File: config.mk
export PLATFORM = sky130hd
export DESIGN_NAME = cla_pipe_adder
export DESIGN_NICKNAME = d
export VERILOG_FILES = /design/src/rtl/cla_pipe_adder.sv
export SDC_FILE = /design/constraint.sdc
export NUM_CORES = 1
export LEC_CHECK = 0
export ABC_AREA = 1
export ABC_CLOCK_PERIOD_IN_PS = 3350
export BUFFER_PORTS_ARGS = -buffer_cell sky130_fd_sc_hd__buf_2
export CAP_MARGIN = 0
export CORE_MARGIN = 8
export CORE_UTILIZATION = 35
export DETAILED_ROUTE_END_ITERATION = 7
export HOLD_SLACK_MARGIN = 0.1
export MAX_ROUTING_LAYER = met4
export SLEW_MARGIN = 10
export SYNTH_ARGS = -nofsm -noshare
export SYNTH_HDL_FRONTEND = slang
export SYNTH_SLANG_ARGS = --single-unit
File: constraint.sdc
create_clock -name clk -period 3.35 [get_ports clk]
set_clock_uncertainty 0.2 [all_clocks]
set_input_delay 0.67 -clock clk [delete_from_list [all_inputs] [get_ports clk]]
set_output_delay 0.67 -clock clk [all_outputs]
set_load 0.1 [all_outputs]
File: src/rtl/cla_pipe_adder.sv
// cla_pipe_adder: pipelined carry-lookahead adder/subtractor with a
// valid/ready handshake.
//
// WIDTH is cut into STAGES equal slices. Pipeline stage k adds slice k
// with a CLA built from BLOCK-bit generate/propagate groups. The carry out
// of each slice is registered and feeds the next stage. The operands and
// the sum bits produced so far travel down the pipe with the beat. One
// global enable advances every stage, or holds them all when the output is
// stalled.
//
// Ports:
//   clk, rst_n            clock; asynchronous active-low reset
//   in_valid / in_ready   operand beat handshake
//   a, b, cin, op_sub     operands; op_sub=1 computes a - b - cin
//   out_valid / out_ready result beat handshake
//   sum, cout             result; for subtract, cout=1 means no borrow
//   overflow, zero        two's complement overflow; sum == 0
module cla_pipe_adder #(
    parameter int WIDTH  = 32,
    parameter int STAGES = 2,
    parameter int BLOCK  = 4
) (
    input  logic             clk,
    input  logic             rst_n,
    input  logic             in_valid,
    output logic             in_ready,
    input  logic [WIDTH-1:0] a,
    input  logic [WIDTH-1:0] b,
    input  logic             cin,
    input  logic             op_sub,
    output logic             out_valid,
    input  logic             out_ready,
    output logic [WIDTH-1:0] sum,
    output logic             cout,
    output logic             overflow,
    output logic             zero
);
    localparam int SW = WIDTH / STAGES;  // slice width
    localparam int NG = SW / BLOCK;      // lookahead groups per slice
    localparam int L  = STAGES - 1;      // index of the output stage

    // One slice: group generate/propagate resolve the carry into every
    // group at once; bits inside a group use their local carry chain.
    function automatic logic [SW:0] cla_slice(input logic [SW-1:0] x,
                                              input logic [SW-1:0] y,
                                              input logic          ci);
        logic [SW-1:0] g;
        logic [SW-1:0] p;
        logic [SW-1:0] s;
        logic [NG:0]   gc;
        logic          gg;
        logic          gp;
        logic          c;
        g     = x & y;
        p     = x ^ y;
        s     = '0;
        gc    = '0;
        gc[0] = ci;
        for (int j = 0; j < NG; j++) begin
            gg = 1'b0;
            gp = 1'b1;
            for (int i = 0; i < BLOCK; i++) begin
                gg = g[j*BLOCK+i] | (p[j*BLOCK+i] & gg);
                gp = gp & p[j*BLOCK+i];
            end
            gc[j+1] = gg | (gp & gc[j]);
            c = gc[j];
            for (int i = 0; i < BLOCK; i++) begin
                s[j*BLOCK+i] = p[j*BLOCK+i] ^ c;
                c            = g[j*BLOCK+i] | (p[j*BLOCK+i] & c);
            end
        end
        return {gc[NG], s};
    endfunction

    logic [WIDTH-1:0] b_eff;
    logic             c0;
    logic             en;

    // Subtract as a + ~b + ~cin, so cout=1 means no borrow.
    assign b_eff = op_sub ? ~b : b;
    assign c0    = op_sub ? ~cin : cin;

    // Stage registers (index = stage)
    logic             vld_p [STAGES];
    logic [WIDTH-1:0] a_p   [STAGES];
    logic [WIDTH-1:0] b_p   [STAGES];
    logic [WIDTH-1:0] s_p   [STAGES];
    logic             c_p   [STAGES];
    logic             ovf_p;
    logic             zero_p;

    // What each stage sees at its input, and what it will load
    logic             vld_src [STAGES];
    logic [WIDTH-1:0] a_src   [STAGES];
    logic [WIDTH-1:0] b_src   [STAGES];
    logic [WIDTH-1:0] s_src   [STAGES];
    logic             c_src   [STAGES];
    logic [WIDTH-1:0] s_nxt   [STAGES];
    logic             c_nxt   [STAGES];
    logic             ovf_nxt;
    logic             zero_nxt;

    assign vld_src[0] = in_valid;
    assign a_src[0]   = a;
    assign b_src[0]   = b_eff;
    assign s_src[0]   = '0;
    assign c_src[0]   = c0;

    for (genvar k = 1; k < STAGES; k++) begin : g_link
        assign vld_src[k] = vld_p[k-1];
        assign a_src[k]   = a_p[k-1];
        assign b_src[k]   = b_p[k-1];
        assign s_src[k]   = s_p[k-1];
        assign c_src[k]   = c_p[k-1];
    end

    // Bits above the current slice are still zero, so OR merges it in.
    for (genvar k = 0; k < STAGES; k++) begin : g_slice
        logic [SW:0] res;
        assign res      = cla_slice(a_src[k][k*SW +: SW], b_src[k][k*SW +: SW], c_src[k]);
        assign s_nxt[k] = s_src[k] | (WIDTH'(res[SW-1:0]) << (k*SW));
        assign c_nxt[k] = res[SW];
    end

    assign ovf_nxt  = (a_src[L][WIDTH-1] == b_src[L][WIDTH-1]) &&
                      (s_nxt[L][WIDTH-1] != a_src[L][WIDTH-1]);
    assign zero_nxt = ~|s_nxt[L];

    assign en = !vld_p[L] || out_ready;

    // Stage boundary: every slot advances together; data only on valid
    // beats so the outputs and flags keep their last values across bubbles.
    always_ff @(posedge clk or negedge rst_n) begin
        if (!rst_n) begin
            for (int k = 0; k < STAGES; k++) begin
                vld_p[k] <= 1'b0;
                a_p[k]   <= '0;
                b_p[k]   <= '0;
                s_p[k]   <= '0;
                c_p[k]   <= 1'b0;
            end
            ovf_p  <= 1'b0;
            zero_p <= 1'b1;
        end else if (en) begin
            for (int k = 0; k < STAGES; k++) begin
                vld_p[k] <= vld_src[k];
                if (vld_src[k]) begin
                    a_p[k] <= a_src[k];
                    b_p[k] <= b_src[k];
                    s_p[k] <= s_nxt[k];
                    c_p[k] <= c_nxt[k];
                end
            end
            if (vld_src[L]) begin
                ovf_p  <= ovf_nxt;
                zero_p <= zero_nxt;
            end
        end
    end

    assign in_ready  = en;
    assign out_valid = vld_p[L];
    assign sum       = s_p[L];
    assign cout      = c_p[L];
    assign overflow  = ovf_p;
    assign zero      = zero_p;
endmodule
==> impl_summary.txt, run 1 <==
----------------------------------------------------
[Timing]
  Post-route setup slack ... -0.132 ns
  Final hold violation count ... 0
  Final worst path period share ... 104%
  Slew @ Worst Pin ... 1.08 ns
  Final number of setup-violating endpoints ... 1
  Crit path time final ... 3.48 ns
  Slew Limit Headroom ... 27.7%
  Setup TNS ... -0.132 ns
  Pins over their slew limit ... 0
  Highest achievable clock rate ... 0.287 GHz
  Unrepaired setup endpoints after global routing ... yes

[Synth]
  Mapped Area ... 0.00502 sq mm
  Number of instances in the synthesized netlist ... 551
  Number of unique standard cell types used by synthesis ... 31
  Synth area leaders ... sky130_fd_sc_hd__dfrtp_1, sky130_fd_sc_hd__nand2_1, sky130_fd_sc_hd__fa_1, sky130_fd_sc_hd__ha_1, sky130_fd_sc_hd__o21ai_1
  Portion of synthesized cell area occupied by the leading cell type ... 42.3%
  Mapped Avg Cell Area ... 9.12 sq um
  Sequential area share after synthesis ... 42.9%
  Warnings from Yosys ... 0
  Cell taking the most area after synthesis ... sky130_fd_sc_hd__dfrtp_1
  Net count of the mapped netlist ... 677
  Number of storage elements in the synthesis netlist ... 86

[Global route]
  Number of antenna violations at the first check in global routing ... 1
  Number of global-route vias before repair ... 4,331
  Wire length of the first global-routing pass ... 20.7 mm
  Overflow after GRT ... 0
  Maximum number of pins on one net before global-route repair ... 87
  GRT Total Usage ... 14.4%

[Hold path]
  Hold WC Path Type ... flop to flop
  Hold path startpoint ... zero$_DFFE_PN1P_
  End of the worst hold path ... zero$_DFFE_PN1P_
  Hold-critical path depth ... 2

[Drt]
  Drt pass-1 iters ... 4
  DRT Wirelength ... 12.8 mm
  Wire length per cell ... 14.3 um
  Residual DRC ... 0
  Count of routing violations after the opening detailed-route iteration ... 244
  Via count of the routed design ... 4,055
  Post-detailed-route via-to-cell ratio ... 4.53
  Residual antenna-violating net count after detailed routing ... 0

[Setup path]
  Buf+Inv Stages, Crit Path ... 3
  Kind of cell with the highest combined delay on the critical path ... adder cells
  Capturing point of the worst reg2reg path ... zero$_DFFE_PN1P_
  Critical path data arrival time ... 3.56 ns
  Worst path max stage delay ... 0.43 ns
  Slowest stage cell, crit path ... sky130_fd_sc_hd__fa_1
  Most common cell type on the critical path ... sky130_fd_sc_hd__nand2_1
  Data required time of the worst path ... 3.43 ns
  Cell-by-cell listing of the critical path ... ha_1 > nand2_1 > nand2_1 > nand2_1 > nand4_2 > buf_4 > fa_1 > fa_2 > fa_1 > inv_1 > nand4_1 > nor4_2 > buf_4 > nand4_1 > nand2_1
  Crit Path Max Fanout ... 2
  Number of cells on the worst reg-to-reg path ... 15
  Crit Path Class ... flop to flop
  Critical Path Start Type ... flop
  Nature of the critical path endpoint ... flop
  Setup slack, reg-to-reg ... -0.13 ns
  Critical R2R Launch ... a_p[49]$_DFFE_PN0P_

[Power]
  Power density cells ... 833 mW/mm^2
  Leakage dissipation ... 0.00349 uW
  Worst voltage drop across the vdd grid ... 0.000411 V
  Post-route total power ... 5650 uW

[Layout]
  Layout area overhead ... 35.0%
  Share of post-route cells with drive strength above 1 ... 36.4%
  Final Cell Area ... 0.00678 sq mm
  Fill count ... 1,321
  Commonest non-fill, non-tap cell in the layout ... sky130_fd_sc_hd__nand2_1
  Reg area ... 0.00215 sq mm
  Leading cell types in the layout, fill and taps excluded ... sky130_fd_sc_hd__nand2_1, sky130_fd_sc_hd__buf_2, sky130_fd_sc_hd__dfrtp_1, sky130_fd_sc_hd__o21ai_1, sky130_fd_sc_hd__buf_4
  Layout Nets ... 835
  Area of the multi-input gates ... 0.00276 sq mm

[Flow run]
  Number of violations of the max-capacitance limit ... 0

[Clock tree]
  Clock Tree Buf Depth ... 2
  Total clock buffers created by CTS ... 9
  TritonCTS clock tree ... done
  Clk Latency, worst-skew pair ... 0.33 ns
  H-tree levels ... 3
  Clock slew at reported path FFs ... 0.06 ns
  Root buffer selected by CTS ... sky130_fd_sc_hd__clkbuf_16
  Clock Sinks ... 86
  Hold bufs inserted after CTS ... 0

[Die]
  Core Region ... 0.0139 sq mm
  Height of the chip ... 136 um
  X dimension of the die ... 136 um
  Effective utilization at floorplan ... 36.1%
  Ports placed on the boundary ... 107
  Count of standard-cell rows ... 43
  Total die area ... 0.0184 sq mm

[Placed design]
  Placer congestion estimate ... 0.844
  Hpwl dp ... 10.1 mm
  Worst setup timing slack at the placement stage ... -0.539 ns
  Count of buffers from port buffering ... 106
  Post-placement cell area ... 0.00612 sq mm

[Outcome]
  Run status ... finished, violations left
  Failing checks ... negative setup slack

----------------------------------------------------
state kept, by name, summed over array words and instances, names as in the netlist:
| name | count |
|---|---|
| overflow | 1 |
| b_p | 16 |
| sum | 32 |
| a_p | 16 |
| s_p | 16 |
| out_valid | 1 |
| c_p | 1 |
| vld_p | 1 |
| cout | 1 |
| zero | 1 |
power by group:
| part | switching [uW] | internal (uW) |
|---|---|---|
| registers | 194 | 1350 |
| clock network | 398 | 724 |
| logic | 2170 | 814 |
| total | 2770 | 2880 |
logic make-up after synthesis:
logic type,count (synthesis),share of synthesized area [%]
simple gates,201,16.8
buf+inv,89,7.47
flops,86,42.9
compound gates,79,8.37
fa+ha+maj,56,17.5
xor+xnor,40,6.97
area by class of cell:
| type | instances | area share (%) |
|---|---|---|
| sequential | 86 | 31.7 |
| tap | 180 | 3.32 |
| clock buffer | 9 | 3.32 |
| inverter | 70 | 3.87 |
| antenna | 1 | 0.0369 |
| multi-input combinational | 376 | 40.7 |
| timing repair buffer | 166 | 15.3 |
| clock inverter | 7 | 1.66 |
worst reg2reg max path, delay by kind of cell, from the launching register on:
| kind | cells | cell delay [ns] |
|---|---|---|
| adders and majority gates | 4 | 1.53 |
| buffers and inverters | 3 | 0.39 |
| DFF | 1 | 0.39 |
| and+or+nand+nor | 8 | 0.90 |
metal layers:
| metal | up-vias | routed length (um) | share of wire (%) | track usage (%) |
|---|---|---|---|---|
| met5 | - | 0 | 0 | - |
| met4 | 0 | 167 | 1.3 | 4.44 |
| met3 | 12 | 572 | 4.5 | 3.08 |
| met2 | 84 | 6000 | 47 | 22.5 |
| met1 | 1908 | 6040 | 47 | 18.4 |
| li1 | 2051 | - | - | - |
synth_stat cells (all sizes together):
| master | count |
|---|---|
| inv | 70 |
| a211oi | 2 |
| nor3 | 2 |
| xor2 | 8 |
| nor3b | 1 |
| nand2 | 172 |
| fa | 24 |
| o21ai | 61 |
| dfrtp | 85 |
| a21oi | 12 |
| ha | 32 |
| buf | 19 |
| xnor2 | 32 |
| o21a | 1 |
| nand3 | 4 |
| nor2 | 14 |
| a31oi | 1 |
| nand4 | 6 |
| nor4 | 2 |
| o21bai | 2 |
| dfstp | 1 |
through the flow:
step	instances	util [%]	hold slack, ns
floorplan	551	-	0.174
global placement	867	43.9	0.254
detailed placement	867	43.9	0.259
CTS	885	46.9	0.270
global route	895	48.7	0.303
finish	895	48.7	0.267
what timing repair did:
action,in CTS,in global routing
gates resized for setup,12,29
setup endpoints to repair,7,6
pin swaps,4,23
setup buffers,2,8
cloned,0,1
how the worst max path moves through the flow:
stage                                    from             endpoint  slack (ns)  cells past startpoint
final                     a_p[49]$_DFFE_PN0P_     zero$_DFFE_PN1P_       -0.13                     15
after global routing      a_p[51]$_DFFE_PN0P_     zero$_DFFE_PN1P_       -0.29                     18
after CTS                 a_p[49]$_DFFE_PN0P_     zero$_DFFE_PN1P_       -0.21                     18
after detailed placement               op_sub  s_p[46]$_DFFE_PN0P_       -0.54                     17
after global placement                 op_sub  s_p[46]$_DFFE_PN0P_       -0.47                     15
after floorplan                        op_sub  s_p[46]$_DFFE_PN0P_       -0.23                     17
No activity file was read; power rests on OpenSTA's default activity.
==> inputs of run 2 (changes only) <==
--- a/config.mk
+++ b/config.mk
@@ -6,7 +6,6 @@
 export NUM_CORES = 1
 export LEC_CHECK = 0
 export ABC_AREA = 1
-export ABC_CLOCK_PERIOD_IN_PS = 3350
 export BUFFER_PORTS_ARGS = -buffer_cell sky130_fd_sc_hd__buf_2
 export CAP_MARGIN = 0
 export CORE_MARGIN = 8
@@ -14,6 +13,7 @@
 export DETAILED_ROUTE_END_ITERATION = 7
 export HOLD_SLACK_MARGIN = 0.1
 export MAX_ROUTING_LAYER = met4
+export SETUP_SLACK_MARGIN = 0.1
 export SLEW_MARGIN = 10
 export SYNTH_ARGS = -nofsm -noshare
 export SYNTH_HDL_FRONTEND = slang
==> run 2 against run 1 <==
Net effect:
- the run still ends with negative setup slack left
- routed wire length is 1.6% higher
- sequential power about the same
- clock power fell by 9.8%
- maximum frequency is 0.60% lower
- count of clock-buffer cells in the layout grew 4
- global-route usage up 0.74 points
- combinational power up 1%
- die area unchanged
- sequential share of layout area up 0.076 points
- first-iteration DRC count down 21%
- design area shrank 0.24%
- non-clock buffer count decreased by 3
==> impl_summary.txt, run 2 (synthesized netlist as in run 1, its figures left out) <==
----------------------------------------------------
[Layout]
  Fill count ... 1,328 (+0.53%)
  Layout area overhead ... 34.7%
  Share of post-route cells with drive strength above 1 ... 37.0% (+0.58 points)
  Area of the multi-input gates ... 0.00279 sq mm (+0.91%)
  Leading cell types in the layout, fill and taps excluded ... sky130_fd_sc_hd__nand2_1, sky130_fd_sc_hd__buf_2, sky130_fd_sc_hd__dfrtp_1, sky130_fd_sc_hd__o21ai_1, sky130_fd_sc_hd__buf_4
  Final Cell Area ... 0.00677 sq mm (-0.24%)
  Post-Route Utilization ... 48.6% (-0.12 points)
  Layout Nets ... 832 (-0.36%)
  Reg area ... 0.00215 sq mm (unchanged)
  Flip-flop count of the largest register after layout ... 32 (unchanged)
  Commonest non-fill, non-tap cell in the layout ... sky130_fd_sc_hd__nand2_1

[Clock tree]
  Clock Sinks ... 86 (unchanged)
  Hold bufs inserted after CTS ... 0 (unchanged)
  Clk Latency, worst-skew pair ... 0.34 ns (about the same)
  TritonCTS clock tree ... done
  Clock Tree Buf Depth ... 2 (unchanged)
  Clock slew at reported path FFs ... 0.06 ns (about the same)
  Total clock buffers created by CTS ... 9 (unchanged)
  H-tree levels ... 3 (unchanged)
  Root buffer selected by CTS ... sky130_fd_sc_hd__clkbuf_16

[Timing]
  Slew Limit Headroom ... 27.3% (-0.46 points)
  Final hold violation count ... 0 (unchanged)
  Setup TNS ... -0.219 ns (-0.0878 ns)
  Pins over their slew limit ... 0 (unchanged)
  Final number of setup-violating endpoints ... 2 (+1)
  Highest achievable clock rate ... 0.286 GHz (-0.60%)
  Slew @ Worst Pin ... 1.09 ns (+0.00692 ns)
  Crit path time final ... 3.50 ns (+0.0209 ns)
  Unrepaired setup endpoints after global routing ... yes
  Final worst path period share ... 105% (+0.62 points)
  Post-route setup slack ... -0.153 ns (-0.0209 ns)

[Placed design]
  Placer congestion estimate ... 0.852 (+0.97%)
  Hpwl dp ... 9.99 mm (-1.4%)
  Worst setup timing slack at the placement stage ... -0.574 ns (-0.0348 ns)
  Count of buffers from port buffering ... 106 (unchanged)
  Post-placement cell area ... 0.00612 sq mm (-0.12%)

[Die]
  Height of the chip ... 136 um (unchanged)
  X dimension of the die ... 136 um (unchanged)
  Effective utilization at floorplan ... 36.1% (unchanged)
  Count of standard-cell rows ... 43 (unchanged)
  Total die area ... 0.0184 sq mm (unchanged)
  Core Region ... 0.0139 sq mm (unchanged)
  Ports placed on the boundary ... 107 (unchanged)

[Drt]
  Residual antenna-violating net count after detailed routing ... 0 (unchanged)
  Post-detailed-route via-to-cell ratio ... 4.50 (-0.74%)
  Count of routing violations after the opening detailed-route iteration ... 193 (-21%)
  Wire length per cell ... 14.5 um (+1.8%)
  Drt pass-1 iters ... 6 (+2)
  Via count of the routed design ... 4,016 (-0.96%)
  Residual DRC ... 0 (unchanged)
  DRT Wirelength ... 13.0 mm (+1.6%)

[Setup path]
  Nature of the critical path endpoint ... flop
  Crit Path Class ... flop to flop
  Crit Path Max Fanout ... 2 (unchanged)
  Critical Path Start Type ... flop
  Number of cells on the worst reg-to-reg path ... 15 (unchanged)
  Data required time of the worst path ... 3.43 ns (about the same)
  Critical path data arrival time ... 3.58 ns (+0.02 ns)

[Outcome]
  Run status ... finished, violations left
  Failing checks ... negative setup slack

[Global route]
  Number of antenna violations at the first check in global routing ... 2 (+1)
  Number of global-route vias before repair ... 4,422 (+2.1%)
  Wire length of the first global-routing pass ... 21.6 mm (+4.4%)
  Overflow after GRT ... 0 (unchanged)
  GRT Total Usage ... 15.2% (+0.74 points)
  Maximum number of pins on one net before global-route repair ... 87 (unchanged)

[Hold path]
  Hold WC Path Type ... flop to flop
  Hold-critical path depth ... 2 (unchanged)

[Power]
  Worst voltage drop across the vdd grid ... 0.000425 V (+3.3%)
  Power density cells ... 824 mW/mm^2 (-1.0%)
  Leakage dissipation ... 0.00347 uW (-0.52%)
  Post-route total power ... 5580 uW (-1.3%)

[Flow run]
  Number of violations of the max-capacitance limit ... 0 (unchanged)

----------------------------------------------------
## run 2: layout make-up
class                           count  area share, %
Clock inverter                      3          0.629
Multi-Input combinational cell    376           41.2
Tap cell                          180           3.33
Timing Repair Buffer              163           15.2
Clock buffer                       13           3.85
Antenna cell                        2         0.0740
Sequential cell                    86           31.8
Inverter                           70           3.88
## run 2: per-layer routing
layer	track usage (%)	wire (um)
met1	19.0	6190
met4	5.18	214
met5	-	0
met3	3.08	491
met2	23.9	6080
## run 2: repair_timing
item | 4_1_cts | 5_1_grt
setup endpoints to repair | 10 | 9
gates cloned | 0 | 1
gates resized for setup | 30 | 24
buffers inserted | 4 | 4
pin swaps | 12 | 19
## run 2: final timing paths
| kind | start | end | slack, ns |
|---|---|---|---|
| worst max-delay path | b_p[49]$_DFFE_PN0P_ | zero$_DFFE_PN1P_ | -0.15 |
| worst min-delay path | zero$_DFFE_PN1P_ | zero$_DFFE_PN1P_ | 0.26 |
| worst max register to register | b_p[49]$_DFFE_PN0P_ | zero$_DFFE_PN1P_ | -0.15 |
| worst min register to register | zero$_DFFE_PN1P_ | zero$_DFFE_PN1P_ | 0.26 |
| max in group asynchronous | rst_n | sum[2]$_DFFE_PN0P_ | 1.92 |
| min in group asynchronous | rst_n | a_p[55]$_DFFE_PN0P_ | 0.34 |
## run 2: metrics by stage
step,hold slack (ns),cells
detailed placement,0.258,866
global route,0.293,893
global placement,0.253,866
floorplan,0.174,551
CTS,0.269,886
finish,0.262,893
## run 2: report_power, final
part,internal [uW],leakage [uW],switching [uW]
clock network,618,0.000146,392
registers,1350,0.00106,188
logic,832,0.00227,2200
total,2800,0.00347,2780
## run 2: critical path, cell delays in order, from the launching register on
cell                      delay, ns
sky130_fd_sc_hd__dfrtp_1       0.39
sky130_fd_sc_hd__ha_1          0.31
sky130_fd_sc_hd__nand2_1       0.06
sky130_fd_sc_hd__nand2_1       0.06
sky130_fd_sc_hd__nand2_2       0.06
sky130_fd_sc_hd__nand4_2       0.14
sky130_fd_sc_hd__buf_6         0.15
sky130_fd_sc_hd__fa_2          0.34
sky130_fd_sc_hd__fa_2          0.38
sky130_fd_sc_hd__fa_1          0.49
sky130_fd_sc_hd__inv_2         0.08
sky130_fd_sc_hd__nand4_1       0.15
sky130_fd_sc_hd__nor4_4        0.33
sky130_fd_sc_hd__buf_4         0.15
sky130_fd_sc_hd__nand4_1       0.08
sky130_fd_sc_hd__nand2_1       0.09
==> inputs of run 3 (changes only) <==
==> constraint.sdc (replaced) <==
create_clock -name clk -period 3.35 [get_ports clk]
set_clock_uncertainty 0.2 [all_clocks]
set_input_delay 0.1675 -clock clk [delete_from_list [all_inputs] [get_ports clk]]
set_output_delay 0.1675 -clock clk [all_outputs]
set_load 0.1 [all_outputs]
==> run 3 against run 2 <==
Net effect:
- the run still ends with negative setup slack left
- register-to-register slack improved by 0.14 ns
- count of clock-buffer cells in the layout decreased by 2
- design area increased by 1.3%
- via count increased by 1.6%
- combinational power decreased by 4%
- worst hold slack got worse by 0.15 ns
- highest routed layer unchanged
==> impl_summary.txt, run 3 (synthesized netlist as in run 1, its figures left out) <==
----------------------------------------------------
[Drt]
  Post-detailed-route via-to-cell ratio ... 4.44 (-1.2%)
  Residual antenna-violating net count after detailed routing ... 0 (unchanged)
  Via count of the routed design ... 4,082 (+1.6%)
  DRT Wirelength ... 12.9 mm (-0.28%)
  Drt pass-1 iters ... 5 (-1)
  Wire length per cell ... 14.1 um (-3.1%)
  Count of routing violations after the opening detailed-route iteration ... 217 (+12%)
  Residual DRC ... 0 (unchanged)

[Layout]
  Commonest non-fill, non-tap cell in the layout ... sky130_fd_sc_hd__nand2_1
  Share of post-route cells with drive strength above 1 ... 30.1% (-6.9 points)
  Layout Nets ... 859 (+3.2%)
  Layout area overhead ... 36.5%
  Reg area ... 0.00215 sq mm (unchanged)
  Post-Route Utilization ... 49.2% (+0.66 points)
  Flip-flop count of the largest register after layout ... 32 (unchanged)
  Fill count ... 1,321 (-0.53%)
  Leading cell types in the layout, fill and taps excluded ... sky130_fd_sc_hd__nand2_1, sky130_fd_sc_hd__buf_2, sky130_fd_sc_hd__dfrtp_1, sky130_fd_sc_hd__o21ai_1, sky130_fd_sc_hd__inv_1
  Area of the multi-input gates ... 0.00261 sq mm (-6.4%)

[Clock tree]
  Clock slew at reported path FFs ... 0.06 ns (about the same)
  Clock Sinks ... 86 (unchanged)
  Clk Latency, worst-skew pair ... 0.34 ns (about the same)
  Root buffer selected by CTS ... sky130_fd_sc_hd__clkbuf_16
  TritonCTS clock tree ... done
  H-tree levels ... 3 (unchanged)
  Clock Tree Buf Depth ... 2 (unchanged)
  Total clock buffers created by CTS ... 9 (unchanged)

[Timing]
  Highest achievable clock rate ... 0.297 GHz (+4.0%)
  Post-route setup slack ... -0.0169 ns (+0.136 ns)
  Slew @ Worst Pin ... 0.910 ns (-0.181 ns)
  Final worst path period share ... 101% (-4.0 points)
  Crit path time final ... 3.37 ns (-0.136 ns)
  Post-Route Hold Slack ... 0.113 ns (-0.149 ns)
  Unrepaired setup endpoints after global routing ... yes
  Pins over their slew limit ... 0 (unchanged)
  Slew Limit Headroom ... 39.2% (+12 points)
  Final hold violation count ... 0 (unchanged)
  Final number of setup-violating endpoints ... 1 (-1)

[Power]
  Post-route total power ... 5560 uW (-0.26%)
  Leakage dissipation ... 0.00352 uW (+1.4%)
  Worst voltage drop across the vdd grid ... 0.000315 V (-26%)
  Power density cells ... 811 mW/mm^2 (-1.6%)

[Setup path]
  Nature of the critical path endpoint ... flop
  Data required time of the worst path ... 3.43 ns (about the same)
  Crit Path Max Fanout ... 2 (unchanged)
  Critical path data arrival time ... 3.45 ns (-0.13 ns)
  Crit Path Class ... flop to flop
  Critical Path Start Type ... flop

[Die]
  Count of standard-cell rows ... 43 (unchanged)
  Ports placed on the boundary ... 107 (unchanged)
  Core Region ... 0.0139 sq mm (unchanged)
  X dimension of the die ... 136 um (unchanged)
  Height of the chip ... 136 um (unchanged)
  Total die area ... 0.0184 sq mm (unchanged)
  Effective utilization at floorplan ... 36.1% (unchanged)

[Global route]
  Number of antenna violations at the first check in global routing ... 1 (-1)
  Wire length of the first global-routing pass ... 21.0 mm (-2.8%)
  Overflow after GRT ... 0 (unchanged)
  Maximum number of pins on one net before global-route repair ... 64 (-26%)
  GRT Total Usage ... 14.8% (-0.37 points)
  Number of global-route vias before repair ... 4,295 (-2.9%)

[Flow run]
  Number of violations of the max-capacitance limit ... 0 (unchanged)

[Outcome]
  Failing checks ... negative setup slack
  Run status ... finished, violations left

[Placed design]
  Count of buffers from port buffering ... 106 (unchanged)
  Hpwl dp ... 9.90 mm (-0.89%)
  Placer congestion estimate ... 0.825 (-3.1%)
  Worst setup timing slack at the placement stage ... -0.150 ns (+0.424 ns)

[Hold path]
  Hold WC Path Type ... input pin to flop

----------------------------------------------------
## run 3: cell types whose count changed in the layout (fill, tap and decap cells not counted), sizes merged
cell,change
dlygate4sd3,+43
buf,-15
clkbuf,-3
bufinv,+1
clkinv,+1
diode,-1
## run 3: area by class of cell
type                            count  share of cell area (%)
Tap cell                          180                    3.28
Clock buffer                       11                    3.68
Sequential cell                    86                    31.4
Inverter                           70                    3.83
Timing Repair Buffer              190                    18.5
Clock inverter                      5                    1.19
Multi-Input combinational cell    376                    38.1
Antenna cell                        1                  0.0365
## run 3: per-layer routing
| layer | GRT usage, % | wire length, um |
|---|---|---|
| met4 | 6.11 | 269 |
| met2 | 22.0 | 5910 |
| met1 | 19.5 | 6230 |
| met5 | - | 0 |
| met3 | 2.52 | 525 |
## run 3: final timing paths
kind                                     start                   to  slack (ns)  cells past startpoint
hold reg to reg               zero$_DFFE_PN1P_     zero$_DFFE_PN1P_        0.27                      2
min in group asynchronous                rst_n  b_p[51]$_DFFE_PN0P_        0.26                      2
setup reg to reg           a_p[50]$_DFFE_PN0P_     zero$_DFFE_PN1P_       -0.02                     17
max in group asynchronous                rst_n     zero$_DFFE_PN1P_        1.93                      3
hold / removal                            a[0]  s_p[32]$_DFFE_PN0P_        0.11                      4
setup / recovery           a_p[50]$_DFFE_PN0P_     zero$_DFFE_PN1P_       -0.02                     17
## run 3: power by group
part / switching, uW / internal (uW)
registers: 207 / 1350
clock network: 405 / 693
logic: 2150 / 765
## run 3: stage by stage
step | cell area [sq um] | cells | TNS [ns]
5_1_grt | 6860 | 919 | -0.222
3_5_place_dp | 5950 | 853 | -0.368
3_3_place_gp | 5950 | 853 | -0.0786
6_report | 6860 | 919 | -0.0169
4_1_cts | 6770 | 915 | -0.00180
2_1_floorplan | 5050 | 551 | 0
## run 3: worst max-delay path: stages, from the launching register on
cell,delay [ns]
sky130_fd_sc_hd__dfrtp_1,0.38
sky130_fd_sc_hd__ha_1,0.31
sky130_fd_sc_hd__nand2_2,0.08
sky130_fd_sc_hd__nor2_1,0.04
sky130_fd_sc_hd__nand2_1,0.10
sky130_fd_sc_hd__nand4_4,0.11
sky130_fd_sc_hd__nand2_2,0.08
sky130_fd_sc_hd__nand2_2,0.06
sky130_fd_sc_hd__nand2_2,0.06
sky130_fd_sc_hd__nand2_2,0.06
sky130_fd_sc_hd__fa_2,0.34
sky130_fd_sc_hd__fa_2,0.35
sky130_fd_sc_hd__fa_2,0.38
sky130_fd_sc_hd__xnor2_2,0.15
sky130_fd_sc_hd__nand3_1,0.11
sky130_fd_sc_hd__nor4_2,0.30
sky130_fd_sc_hd__nand4_1,0.11
sky130_fd_sc_hd__nand2_1,0.07
## run 3: repair_timing
| item | in CTS | in global routing |
|---|---|---|
| hold endpoints to repair | 109 | 0 |
| gates cloned | 0 | 0 |
| pin swaps | 8 | 12 |
| setup buffers | 3 | 3 |
| resized for setup | 9 | 13 |
| setup endpoints to repair | 2 | 5 |
| hold buffers | 43 | 0 |
